File: src/rtl/mips_pkg.sv
// Shared constants for the MIPS datapath: load-size encodings and default widths.
package mips_pkg;

    localparam int DATA_W = 32;
    localparam int ADDR_W = 5;

    // Load-size encodings carried down the pipeline with each load.
    // The fourth code (2'b11) is not named; it behaves as a word load.
    localparam logic [1:0] LS_BYTE = 2'b00;
    localparam logic [1:0] LS_HALF = 2'b01;
    localparam logic [1:0] LS_WORD = 2'b10;

    // Sign- or zero-extend a byte to the full datapath width.
    function automatic logic [DATA_W-1:0] extend_byte(input logic [7:0] b, input logic zero_ext);
        return zero_ext ? {{(DATA_W-8){1'b0}}, b} : {{(DATA_W-8){b[7]}}, b};
    endfunction

    // Sign- or zero-extend a halfword to the full datapath width.
    function automatic logic [DATA_W-1:0] extend_half(input logic [15:0] h, input logic zero_ext);
        return zero_ext ? {{(DATA_W-16){1'b0}}, h} : {{(DATA_W-16){h[15]}}, h};
    endfunction

endpackage

File: src/rtl/mem_wb_stage_load_align.sv
// load_align: purely combinational big-endian load extractor.
// Picks the addressed byte/halfword out of the raw memory word and extends it.
module load_align
    import mips_pkg::*;
(
    input  logic [31:0] load_data,
    input  logic [1:0]  addr_lo,
    input  logic [1:0]  size,
    input  logic        load_unsigned,
    output logic [31:0] value
);

    logic [7:0]  byte_sel;
    logic [15:0] half_sel;

    // Big-endian lane selection: offset 0 is the most significant byte/half.
    always_comb begin
        byte_sel = 8'h00;
        case (addr_lo)
            2'd0:    byte_sel = load_data[31:24];
            2'd1:    byte_sel = load_data[23:16];
            2'd2:    byte_sel = load_data[15:8];
            default: byte_sel = load_data[7:0];
        endcase
        // Halfword selection uses only addr_lo[1]; the low offset bit is ignored.
        half_sel = addr_lo[1] ? load_data[15:0] : load_data[31:16];
    end

    // Size decode and extension; the unnamed code 2'b11 falls through to word.
    always_comb begin
        value = load_data;
        case (size)
            LS_BYTE: value = extend_byte(byte_sel, load_unsigned);
            LS_HALF: value = extend_half(half_sel, load_unsigned);
            default: value = load_data;
        endcase
    end

endmodule

File: src/rtl/mem_wb_stage.sv
// mem_wb_stage: MEM/WB pipeline register plus writeback formatting for REG.
// All outputs are derived only from registered state, so nothing combinational
// passes from the MEM inputs to REG. Flush beats stall beats normal capture.
// Optional feature macro: WB_RETIRE_CNT_EN adds the retire_cnt output.
module mem_wb_stage
    import mips_pkg::*;
#(
    parameter int DATA_W = mips_pkg::DATA_W,   // only 32 is supported
    parameter int ADDR_W = mips_pkg::ADDR_W
) (
    input  logic              clk,
    input  logic              reset,
    input  logic              mem_valid,
    input  logic              mem_regwrite,
    input  logic              mem_memtoreg,
    input  logic [1:0]        mem_load_size,
    input  logic              mem_load_unsigned,
    input  logic [1:0]        mem_addr_lo,
    input  logic [DATA_W-1:0] mem_alu_result,
    input  logic [DATA_W-1:0] mem_load_data,
    input  logic [ADDR_W-1:0] mem_wr_addr,
    input  logic              stall,
    input  logic              flush,
    output logic [ADDR_W-1:0] REG_address_wb,
    output logic              regwrite,
    output logic [DATA_W-1:0] data_wb,
    output logic              wb_valid
`ifdef WB_RETIRE_CNT_EN
    ,
    output logic [31:0]       retire_cnt
`endif
);

    logic              valid_q,      valid_d;
    logic              regwrite_q,   regwrite_d;
    logic              memtoreg_q,   memtoreg_d;
    logic [1:0]        size_q,       size_d;
    logic              unsigned_q,   unsigned_d;
    logic [1:0]        addr_lo_q,    addr_lo_d;
    logic [DATA_W-1:0] alu_q,        alu_d;
    logic [DATA_W-1:0] load_q,       load_d;
    logic [ADDR_W-1:0] wr_addr_q,    wr_addr_d;

    logic [DATA_W-1:0] load_value;

    // Next-state selection: flush kills the slot, stall holds it, else capture MEM.
    always_comb begin
        valid_d    = valid_q;
        regwrite_d = regwrite_q;
        memtoreg_d = memtoreg_q;
        size_d     = size_q;
        unsigned_d = unsigned_q;
        addr_lo_d  = addr_lo_q;
        alu_d      = alu_q;
        load_d     = load_q;
        wr_addr_d  = wr_addr_q;
        if (flush) begin
            // Only the qualifiers are cleared; data fields keep their old contents.
            valid_d    = 1'b0;
            regwrite_d = 1'b0;
        end else if (!stall) begin
            valid_d    = mem_valid;
            regwrite_d = mem_regwrite;
            memtoreg_d = mem_memtoreg;
            size_d     = mem_load_size;
            unsigned_d = mem_load_unsigned;
            addr_lo_d  = mem_addr_lo;
            alu_d      = mem_alu_result;
            load_d     = mem_load_data;
            wr_addr_d  = mem_wr_addr;
        end
    end

    // Pipeline register bank with asynchronous active-low clear.
    always_ff @(posedge clk or negedge reset) begin
        if (!reset) begin
            valid_q    <= 1'b0;
            regwrite_q <= 1'b0;
            memtoreg_q <= 1'b0;
            size_q     <= 2'b00;
            unsigned_q <= 1'b0;
            addr_lo_q  <= 2'b00;
            alu_q      <= '0;
            load_q     <= '0;
            wr_addr_q  <= '0;
        end else begin
            valid_q    <= valid_d;
            regwrite_q <= regwrite_d;
            memtoreg_q <= memtoreg_d;
            size_q     <= size_d;
            unsigned_q <= unsigned_d;
            addr_lo_q  <= addr_lo_d;
            alu_q      <= alu_d;
            load_q     <= load_d;
            wr_addr_q  <= wr_addr_d;
        end
    end

    load_align u_load_align (
        .load_data     (load_q),
        .addr_lo       (addr_lo_q),
        .size          (size_q),
        .load_unsigned (unsigned_q),
        .value         (load_value)
    );

    // Writeback drive: $0 writes are never issued to REG.
    always_comb begin
        wb_valid       = valid_q;
        REG_address_wb = wr_addr_q;
        regwrite       = valid_q & regwrite_q & (wr_addr_q != '0);
        data_wb        = memtoreg_q ? load_value : alu_q;
    end

`ifdef WB_RETIRE_CNT_EN
    logic [31:0] retire_cnt_q, retire_cnt_d;

    // An instruction retires when it leaves a valid WB slot without being held.
    always_comb begin
        retire_cnt_d = retire_cnt_q;
        if (valid_q && !stall) begin
            retire_cnt_d = retire_cnt_q + 32'd1;
        end
    end

    // Retire counter register; wraps naturally at 2^32.
    always_ff @(posedge clk or negedge reset) begin
        if (!reset) begin
            retire_cnt_q <= 32'd0;
        end else begin
            retire_cnt_q <= retire_cnt_d;
        end
    end

    assign retire_cnt = retire_cnt_q;
`endif

endmodule

File: config.mk
export PLATFORM = sky130hd
export DESIGN_NAME = mem_wb_stage
export DESIGN_NICKNAME = d
export VERILOG_FILES = /design/src/rtl/mips_pkg.sv /design/src/rtl/mem_wb_stage_load_align.sv /design/src/rtl/mem_wb_stage.sv
export SDC_FILE = /design/constraint.sdc
export NUM_CORES = 1
export LEC_CHECK = 0
export ABC_AREA = 1
export CORE_AREA = 2 2 94 96
export CTS_CLUSTER_SIZE = 28
export DETAILED_ROUTE_END_ITERATION = 12
export DIE_AREA = 0 0 96 98
export HOLD_SLACK_MARGIN = 0.02
export PLACE_DENSITY = 0.81
export SLEW_MARGIN = 20
export SYNTH_ARGS = -nofsm -noshare
export SYNTH_HDL_FRONTEND = slang
export SYNTH_HIERARCHICAL = 1
export SYNTH_SLANG_ARGS = --single-unit
File: constraint.sdc
create_clock -name clk -period 4.66 [get_ports clk]
set_input_delay 0.932 -clock clk [delete_from_list [all_inputs] [get_ports clk]]
set_output_delay 0.932 -clock clk [all_outputs]
set_load 0.1 [all_outputs]
==> qor.yml <==
cts:
  clock-sinks: 77
  clockBufferDepth: 2
  cts_tree: "yes"
  clk_pin_slew_ns: 0.07
  cts-root-buf: "clkbuf_8"
  clk_latency_ns: 0.35
  holdBufCountCts: 0
  numCtsBuffers: 9
  cts_resized: 0
  cts_setup_buffers: 0
  h-tree-depth: 3
worst_setup_path:
  rrSetupSlack_ns: 3.48
  cp.arrival_ns: 2.61
  crit_path_end: "data_wb[30]"
  critPathBufInv: 2
  critPathTopFamily: "buffers and inverters"
  crit_chain: "inv_1 > nand2_1 > nand2_1 > nand3_2 > nand3_1 > nand2_1 > o21ai_0 > buf_4"
  critPathKind: "flop to primary output"
  cp-end-kind: "primary output"
  crit_slowest_cell: "dfrtp_1"
  crit_path_max_incr_delay_ns: 0.59
  rr_worst_depth: 2
  worst-path-max-fanout: 21
  reg2reg_from: "size_q[1]"
  r2r-end: "size_q[1]"
  crit_top_cell: "nand2_1"
  startpoint_type: "flop"
  crit_path_start: "addr_lo_q[1]"
  path_depth: 8
  cp.required_ns: 3.73
timing:
  tightest_slew_ns: 0.9748
  hold_viol_final: 0
  min_period_over_period: 0.7609
  setup_viol: 0
  fin_setup_tns_ns: 0
  fin_skew_ns: 0
  whs_ns: 0.5186
  period_minus_slack_ns: 3.546
  max_freq_mhz: 282.0
  relSlewSlack: 0.3481
  slew_viol_final: 0
  final.setup.worst_slack_ns: 1.114
  rsz0062_at_grt: "false"
yosys:
  synth_cells: 562
  ys_seq_elements: 77
  synth_warnings: 6
  synth.avg_cell_area_um2: 7.603
  yosysSeqAreaShare: 0.4510
  syn-cell-area_um2: 4273
  synth_cell_types: 23
  synth.net_count: 643
route:
  drc: 0
  avgRoutedWirePerCell_um: 14.08
  viasPerCell: 5.180
  drt-total-wl_mm: 10.87
  ant_nets: 0
  drtPass1Iterations: 5
  vias: 3999
  first_iter_violations: 264
die:
  die_x_um: 96
  io_pins: 120
  die-area_um2: 9408
  core_region_area_um2: 8466
  die_y_um: 98
  rows: 34
  start_util: 0.5047
status:
  outcome: "finished, final reports clean"
final_layout:
  area_delta_synth_final_pct: 28.14
  n_antenna_cell: 0
  fin_nets: 740
  drive_gt1_frac: 0.1491
  multiInputGateArea_um2: 1926
  regArea_um2: 1928
  fillers: 737
  final_util: 0.6468
placed_design:
  portBuffers: 119
  gp_congestion: 0.9554
  place_hpwl_mm: 7.929
  place_ws_ns: 1.528
power:
  switching_share: 0.4585
  power_mw: 2.323
  p_int_mw: 1.258
  p_clk_frac: 0.210
  pwr-share-comb: 0.436
  switching_power_mw: 1.065
  peakVddDrop_uv: 200.8
  p_seq_frac: 0.354
  p_leak_nw: 2.669
  p_per_area_nw_per_um2: 424.3
job:
  maxCapViolations: 0
min_path:
  hold_class: "flop to flop"
global_routing:
  grt_pass1_vias: 3758
  grt_max_degree: 78
  grt_first_pass_wirelength_mm: 17.93
  grtUsageTotal: 0.2420
  antenna_found_initial: 0
  globalRoute.totalOverflow: 0
==> worst min-delay path by stage <==
stage / startpoint / endpoint / slack [ns] / cells after the start
3_3_place_gp: memtoreg_q / memtoreg_q / 0.49 / 2
3_5_place_dp: regwrite_q / regwrite_q / 0.50 / 2
2_1_floorplan: unsigned_q / unsigned_q / 0.46 / 2
4_1_cts: regwrite_q / regwrite_q / 0.52 / 2
6_report: unsigned_q / unsigned_q / 0.52 / 2
5_1_grt: alu_q[6] / alu_q[6] / 0.55 / 2
==> area by class of cell <==
cell class                 count  area share
clock buffer                   9     0.02262
multi-input combinational    407      0.3517
clock inverter                 7     0.01211
sequential                    77      0.3521
tap                          108     0.02468
inverter                      40     0.02742
timing repair buffer         124      0.2093
==> power groups by stage <==
stage	registers, mW	logic (mW)	clock network (mW)
floorplan	0.840	0.753	0
global placement	0.830	1.00	0
detailed placement	0.835	1.01	0
CTS	0.822	1.01	0.494
global route	0.833	1.08	0.528
finish	0.823	1.01	0.488
==> state kept, by name (all words and copies together), names as in the netlist, 2 cells and up <==
name,cells
addr_lo_q,2
size_q,2
load_q,32
REG_address_wb,5
alu_q,32
==> stage by stage <==
step                      std cells  instance area, um^2
after global placement          756                 5284
after detailed placement        756                 5285
final                           772                 5475
after floorplan                 562                 4273
after CTS                       772                 5475
after global routing            772                 5475
==> synthesized netlist by cell type, drive strengths merged <==
cell type / n / area share
nand4: 6 / 0.0088
nand3: 45 / 0.060
a21oi: 1 / 0.0021
o21a: 1 / 0.0035
o21ai: 108 / 0.14
o211ai: 1 / 0.0018
or2: 13 / 0.019
nand2: 226 / 0.20
inv: 40 / 0.035
dfrtp: 77 / 0.45
clkbuf: 14 / 0.012
buf: 24 / 0.052
nor2: 6 / 0.011
==> cell families (layout without fill, tap and decap cells) <==
kind of cell           Yosys count  in the layout  synth area share
AO/OA/AOI/OAI                  111            111            0.1514
buffers and inverters           78            180           0.09956
flip-flops                      77             77            0.4510
AND/OR/NAND/NOR                296            296            0.2981
==> metal layers <==
metal,vias up,track usage,routed length (um)
met5,-,0,0
met2,139,0.3584,5120
met4,0,0.07802,146
met1,1853,0.3570,4934
met3,13,0.04630,666
li1,1994,-,-
==> tightest hold or removal path, delay by kind of cell, from the launching register on <==
kind,cells,cell delay [ns]
flops,1,0.34
compound gates,1,0.08
simple gates,1,0.06
==> cells in the final DEF (no fill, tap or decap), types with 9 or more instances in the layout <==
| cell type | instances |
|---|---|
| nand2_1 | 226 |
| clkdlybuf4s50_1 | 86 |
| o21ai_0 | 82 |
| dfrtp_1 | 76 |
| nand3_1 | 40 |
| inv_1 | 39 |
| buf_4 | 38 |
| o21ai_2 | 20 |
| or2_2 | 13 |
| clkbuf_8 | 9 |
(Power assumes the default switching activity.)
